<file path="src/rtl/tug_of_war_ctrl.sv">
`default_nettype none
// +----------------------------------------------------------------------------+
// | Module  : tug_of_war_ctrl                                                  |
// | Purpose : Tug of War game controller. Two player buttons pull a single lit |
// |           LED along a 9-LED playfield. Reaching an end LED wins the round; |
// |           per-player scores are kept and the match ends at MAX_SCORE.      |
// | Ports   : clk        - system clock                                        |
// |           reset_n    - asynchronous active-low reset                       |
// |           key_p1     - P1 button (async, high = pressed), pulls to LED9    |
// |           key_p2     - P2 button (async, high = pressed), pulls to LED1    |
// |           restart    - synchronous, clears scores and starts a new match   |
// |           leds[8:0]  - playfield, one-hot, leds[8]=LED9 .. leds[0]=LED1    |
// |           winner     - 01 = P1, 10 = P2, 00 = none                         |
// |           score_p1/2 - round wins per player                               |
// |           match_over - high in the match-over state                        |
// | Options : TOW_DEBOUNCE_EN - insert a per-key debouncer of DEBOUNCE_CYCLES  |
// | Revision: 1.0 - initial release                                            |
// +----------------------------------------------------------------------------+
module tug_of_war_ctrl #(
  parameter int unsigned HOLD_CYCLES     = 50_000_000,
  parameter int unsigned MAX_SCORE       = 7,
  parameter int unsigned DEBOUNCE_CYCLES = 1_000_000
) (
  input  logic       clk,
  input  logic       reset_n,
  input  logic       key_p1,
  input  logic       key_p2,
  input  logic       restart,
  output logic [8:0] leds,
  output logic [1:0] winner,
  output logic [2:0] score_p1,
  output logic [2:0] score_p2,
  output logic       match_over
);

  localparam int unsigned C_HOLD_W = (HOLD_CYCLES > 1) ? $clog2(HOLD_CYCLES) : 1;
  localparam logic [C_HOLD_W-1:0] C_HOLD_LAST = C_HOLD_W'(HOLD_CYCLES - 1);
  localparam logic [2:0] C_MAX    = 3'(MAX_SCORE);
  localparam logic [8:0] C_CENTRE = 9'b000010000;

  typedef enum logic [1:0] {
    ST_PLAY       = 2'd0,
    ST_WIN        = 2'd1,
    ST_MATCH_OVER = 2'd2
  } state_t;

  // ---------------------------------------------------------------------------
  // Input conditioning: per key, 2-flop synchronizer, optional debouncer, then
  // one more flop so a rising level produces a single-cycle press pulse.
  // ---------------------------------------------------------------------------
  logic [1:0] w_key;
  logic [1:0] w_press;

  assign w_key = {key_p2, key_p1};

  genvar k;
  generate
    for (k = 0; k < 2; k++) begin : g_key
      logic r_s1;
      logic r_s2;
      logic r_prev;
      logic w_level;

      always_ff @(posedge clk or negedge reset_n) begin
        if (!reset_n) begin
          r_s1 <= 1'b0;
          r_s2 <= 1'b0;
        end else begin
          r_s1 <= w_key[k];
          r_s2 <= r_s1;
        end
      end

`ifdef TOW_DEBOUNCE_EN
      localparam int unsigned C_DB_W = (DEBOUNCE_CYCLES > 1) ? $clog2(DEBOUNCE_CYCLES) : 1;
      localparam logic [C_DB_W-1:0] C_DB_LAST = C_DB_W'(DEBOUNCE_CYCLES - 1);
      logic              r_db;
      logic [C_DB_W-1:0] r_db_cnt;

      // The debounced level follows the synchronized level only after it has
      // differed for DEBOUNCE_CYCLES consecutive cycles; any agreement restarts.
      always_ff @(posedge clk or negedge reset_n) begin
        if (!reset_n) begin
          r_db     <= 1'b0;
          r_db_cnt <= '0;
        end else if (r_s2 == r_db) begin
          r_db_cnt <= '0;
        end else if (r_db_cnt == C_DB_LAST) begin
          r_db     <= r_s2;
          r_db_cnt <= '0;
        end else begin
          r_db_cnt <= r_db_cnt + 1'b1;
        end
      end

      assign w_level = r_db;
`else
      assign w_level = r_s2;
`endif

      always_ff @(posedge clk or negedge reset_n) begin
        if (!reset_n) begin
          r_prev <= 1'b0;
        end else begin
          r_prev <= w_level;
        end
      end

      assign w_press[k] = w_level & ~r_prev;
    end
  endgenerate

  // ---------------------------------------------------------------------------
  // Game state machine
  // ---------------------------------------------------------------------------
  state_t              r_state, w_state_nxt;
  logic [8:0]          r_leds, w_leds_nxt;
  logic [1:0]          r_winner, w_winner_nxt;
  logic [2:0]          r_score_p1, w_score_p1_nxt;
  logic [2:0]          r_score_p2, w_score_p2_nxt;
  logic [C_HOLD_W-1:0] r_hold, w_hold_nxt;
  logic [8:0]          w_move;
  logic [2:0]          w_win_score;

  always_ff @(posedge clk or negedge reset_n) begin
    if (!reset_n) begin
      r_state    <= ST_PLAY;
      r_leds     <= C_CENTRE;
      r_winner   <= 2'b00;
      r_score_p1 <= 3'd0;
      r_score_p2 <= 3'd0;
      r_hold     <= '0;
    end else begin
      r_state    <= w_state_nxt;
      r_leds     <= w_leds_nxt;
      r_winner   <= w_winner_nxt;
      r_score_p1 <= w_score_p1_nxt;
      r_score_p2 <= w_score_p2_nxt;
      r_hold     <= w_hold_nxt;
    end
  end

  always_comb begin
    w_state_nxt    = r_state;
    w_leds_nxt     = r_leds;
    w_winner_nxt   = r_winner;
    w_score_p1_nxt = r_score_p1;
    w_score_p2_nxt = r_score_p2;
    w_hold_nxt     = r_hold;
    w_move         = r_leds;
    w_win_score    = (r_winner == 2'b01) ? r_score_p1 : r_score_p2;

    case (r_state)
      ST_PLAY: begin
        // Simultaneous presses cancel out.
        if (w_press[0] && !w_press[1]) begin
          w_move     = r_leds << 1;
          w_leds_nxt = w_move;
          if (w_move[8]) begin
            w_state_nxt    = ST_WIN;
            w_winner_nxt   = 2'b01;
            w_hold_nxt     = '0;
            w_score_p1_nxt = (r_score_p1 < C_MAX) ? r_score_p1 + 3'd1 : r_score_p1;
          end
        end else if (w_press[1] && !w_press[0]) begin
          w_move     = r_leds >> 1;
          w_leds_nxt = w_move;
          if (w_move[0]) begin
            w_state_nxt    = ST_WIN;
            w_winner_nxt   = 2'b10;
            w_hold_nxt     = '0;
            w_score_p2_nxt = (r_score_p2 < C_MAX) ? r_score_p2 + 3'd1 : r_score_p2;
          end
        end
      end

      ST_WIN: begin
        if (r_hold == C_HOLD_LAST) begin
          w_hold_nxt = '0;
          if (w_win_score == C_MAX) begin
            w_state_nxt = ST_MATCH_OVER;
          end else begin
            w_state_nxt  = ST_PLAY;
            w_leds_nxt   = C_CENTRE;
            w_winner_nxt = 2'b00;
          end
        end else begin
          w_hold_nxt = r_hold + 1'b1;
        end
      end

      ST_MATCH_OVER: begin
        // Everything frozen until restart or reset.
      end

      default: begin
        w_state_nxt = ST_PLAY;
        w_leds_nxt  = C_CENTRE;
      end
    endcase

    // Restart overrides whatever the state machine decided this cycle.
    if (restart) begin
      w_state_nxt    = ST_PLAY;
      w_leds_nxt     = C_CENTRE;
      w_winner_nxt   = 2'b00;
      w_score_p1_nxt = 3'd0;
      w_score_p2_nxt = 3'd0;
      w_hold_nxt     = '0;
    end
  end

  assign leds       = r_leds;
  assign winner     = r_winner;
  assign score_p1   = r_score_p1;
  assign score_p2   = r_score_p2;
  assign match_over = (r_state == ST_MATCH_OVER);

endmodule
`default_nettype wire

</file>
<file path="config.mk">
export PLATFORM = sky130hd
export DESIGN_NAME = tug_of_war_ctrl
export DESIGN_NICKNAME = d
export VERILOG_FILES = /design/src/rtl/tug_of_war_ctrl.sv
export SDC_FILE = /design/constraint.sdc
export NUM_CORES = 1
export LEC_CHECK = 0
export CAP_MARGIN = 30
export CORE_MARGIN = 2
export CORE_UTILIZATION = 57
export DETAILED_ROUTE_END_ITERATION = 6
export GPL_ROUTABILITY_DRIVEN = 0
export PLACE_DENSITY = 0.88
export SKIP_LAST_GASP = 1
export SYNTH_ARGS = -nofsm -noshare
export SYNTH_HDL_FRONTEND = slang
export SYNTH_SLANG_ARGS = --single-unit
</file>
<file path="constraint.sdc">
create_clock -name clk -period 2.6 [get_ports clk]
set_clock_uncertainty 0.2 [all_clocks]
set_input_delay 0.52 -clock clk [delete_from_list [all_inputs] [get_ports clk]]
set_output_delay 0.52 -clock clk [all_outputs]
set_load 0.005 [all_outputs]
</file>
==> metrics.txt <==
run status finished clean; CP Class reg2reg; Iter 0 DRT Violations 154; CTS root buffer clkbuf_8; Post-synth EDFFs 0; cell count after synthesis 268; port buffer count 22; worst slew pin tran 0.626 ns; clock latency on the worst-skew pair 0.31 ns; Max Freq 412 MHz; syn_nets 278; Crit path required time 2.65 ns; ANT nets after route 0; Core ar. 4410 µm²; HPWL after detailed placement 3.89 mm; Crit-path slowest cell or3_1; utilization after layout 0.693; initial antenna violation count 0; Setup Viol. Count Final 0; I/O pin total 23; vias in the first global route 2063; Fin. Hold Viols 0; routed len/inst 15.6 µm; Final Cell Area 3060 µm²; total power 1.46 mW; Logic pwr share 0.112; share of layout cells above drive strength 1 0.0970; chain of cells forming the critical path nand2b_1 -> ha_1 -> nor2b_2 -> o21ai_4 -> nand4_1 -> or3_1 -> a21oi_1; ys flop type dfrtp_1; # hold bufs at CTS 0; GRT Residual Overflow 0; CTS tree built; RSZ-0062 raised after global routing false; Flop pwr share 0.567; crit path DAT 2.48 ns; CTS clk-pin slew, worst paths 0.10 ns; Routed Wire Length 5.48 mm; VDD IR max 0.316 mV; Die Wd 72.3 µm; DR vias/cell 6.23; row count 24; Pre-antenna DRT Iters 4; Nets 308; Placed Area 2960 µm²; Num Clock Sinks 51; Yosys cell types 50; area of the mapped netlist 2660 µm²; Leakage Power 1.26 nW; Pwr Density 478 nW/µm²; die height 72.3 µm; Setup TNS 0 ns; H-tree Lvls 2; Seq/Total Area, Yosys 0.481; Synth warnings 0; cell internal pwr 1.07 mW; register bit total from synthesis 51; wire length of the first global-routing pass 9.26 mm; crit share post-route 0.934; Sw Share 0.267; non-filler cells, final 351; CP peak stage delay 0.43 ns; Initial Utilization 0.601; P_sw 0.391 mW; Critical Path Start Type flip-flop; fin crit period 2.43 ns; Final Max Tran Viols 0; DR vias 2185; ys async rst share 1.00; CTS buffer count 5; die area 5220 µm²; setup ws final 0.173 ns; post-placement cell count 343; max-cap viol count 0; largest net degree at the start of global routing 52; endpoint class of the critical path flip-flop; worst hold path type in2async; Worst slew margin 0.583; GRT Total Usage 0.230; CP top delay family simple AND/OR/NAND/NOR gates; worst slack, placed 0.0411 ns; Post-route DRC 0; Critical path buffers and inverters 0; clock share of power 0.320; worst hold slack 0.108 ns; Avg Inst Size Synth 9.91 µm²; critical path peak fanout 10; Layout area overhead 15.2%; Antenna diodes 0; Clock Path Buffers 2
## timing repair
item	4_1_cts	5_1_grt
buffers inserted	0	0
setup endpoints to repair	0	5
endpoints found under the hold margin	0	0
resized for setup	0	1
## cell usage after synthesis, types with 2 or more instances
master / n / share of area
buf_2: 5 / 0.0094
clkbuf_1: 2 / 0.0028
nand2_1: 15 / 0.021
nor4_1: 5 / 0.012
dfrtp_1: 50 / 0.47
and4_1: 6 / 0.020
ha_1: 5 / 0.024
inv_1: 5 / 0.0071
o31ai_1: 2 / 0.0057
or4_1: 2 / 0.0057
nand4_1: 12 / 0.028
mux2i_1: 8 / 0.030
o21a_1: 3 / 0.0085
o21ai_0: 12 / 0.023
a31oi_1: 4 / 0.0094
nand2b_1: 4 / 0.0094
nor3_1: 5 / 0.0094
xor2_1: 8 / 0.026
xnor2_1: 8 / 0.026
or3_1: 8 / 0.019
a21oi_1: 12 / 0.023
and3_1: 3 / 0.0071
o2bb2ai_1: 6 / 0.020
nor2_1: 28 / 0.040
nand3_1: 17 / 0.032
and2_1: 2 / 0.0047
buf_6: 2 / 0.0085
nor4b_1: 5 / 0.016
nor2b_1: 3 / 0.0071
## routing by layer
| metal | global-route usage | up-vias | part of all wire |
|---|---|---|---|
| li1 | - | 1041 | - |
| met1 | 0.303 | 1065 | 0.44 |
| met2 | 0.369 | 68 | 0.49 |
| met3 | 0.0514 | 11 | 0.045 |
| met4 | 0.0943 | 0 | 0.020 |
| met5 | 0 | - | 0 |
## kinds of logic after synthesis
| family | Yosys count | synth area share |
|---|---|---|
| compound gates | 46 | 0.110 |
| xor+xnor | 16 | 0.0528 |
| fa+ha+maj | 5 | 0.0236 |
| buf+inv | 16 | 0.0306 |
| flops | 51 | 0.481 |
| mux | 9 | 0.0344 |
| simple gates | 125 | 0.268 |
## worst reg2reg max path, cell delays in order (launching register included)
cell	delay, ns
dfrtp_1	0.37
nand2b_1	0.15
ha_1	0.31
nor2b_2	0.19
o21ai_4	0.30
nand4_1	0.28
or3_1	0.43
a21oi_1	0.14
## registers in the layout, summed over array words and instances (netlist names)
register / flops
g_key.r_s1: 2
r_state: 2
score_p2: 3
winner: 2
leds: 9
r_hold: 26
g_key.r_prev: 2
g_key.r_s2: 2
score_p1: 3
## path summary, 6_finish.rpt
| kind | startpoint | to | slack, ns | cells after the start |
|---|---|---|---|---|
| setup / recovery | g_key[0].r_prev | r_hold[15] | 0.17 | 7 |
| hold / removal | reset_n | leds[5] | 0.11 | 2 |
| setup reg to reg | g_key[0].r_prev | r_hold[15] | 0.17 | 7 |
| hold reg to reg | g_key[0].r_s1 | g_key[0].r_s2 | 0.15 | 0 |
| max in group asynchronous | reset_n | r_hold[14] | 1.67 | 2 |
| min in group clk | g_key[0].r_s1 | g_key[0].r_s2 | 0.15 | 0 |
## area by class of cell
class,instances,area [µm²]
sequential,51,1280
tap,52,65.1
clock buffer,5,68.8
fill,345,1360
timing repair buffer,33,298
multi-input combinational,201,1300
clock inverter,3,23.8
inverter,6,22.5
## power groups by stage
stage | Combinational, mW | Clock, mW | Sequential (mW)
after floorplan | 0.0961 | 0 | 0.842
after global placement | 0.160 | 0 | 0.844
after detailed placement | 0.164 | 0 | 0.845
after CTS | 0.164 | 0.482 | 0.829
after global routing | 0.183 | 0.519 | 0.832
final | 0.164 | 0.468 | 0.829
## layout by cell type (no fill, tap or decap), types with 2 or more instances in the layout
cell type         n
nand3_1          17
nor3_1            5
buf_4            11
a31oi_1           4
and2_1            2
ha_1              5
o31ai_1           2
nor2_1           28
a21oi_1          12
nor4_1            5
clkdlybuf4s50_1  21
o21a_1            3
mux2i_1           8
nor2b_1           3
nand4_1          12
xnor2_1           8
nand2_1          15
nor4b_1           5
xor2_1            8
o21ai_0          12
inv_1             5
clkbuf_8          5
clkinvlp_4        2
dfrtp_1          50
o2bb2ai_1         6
nand2b_1          4
and3_1            3
or4_1             2
and4_1            6
or3_1             8
Note: power is estimated with default switching activity, not from simulation.
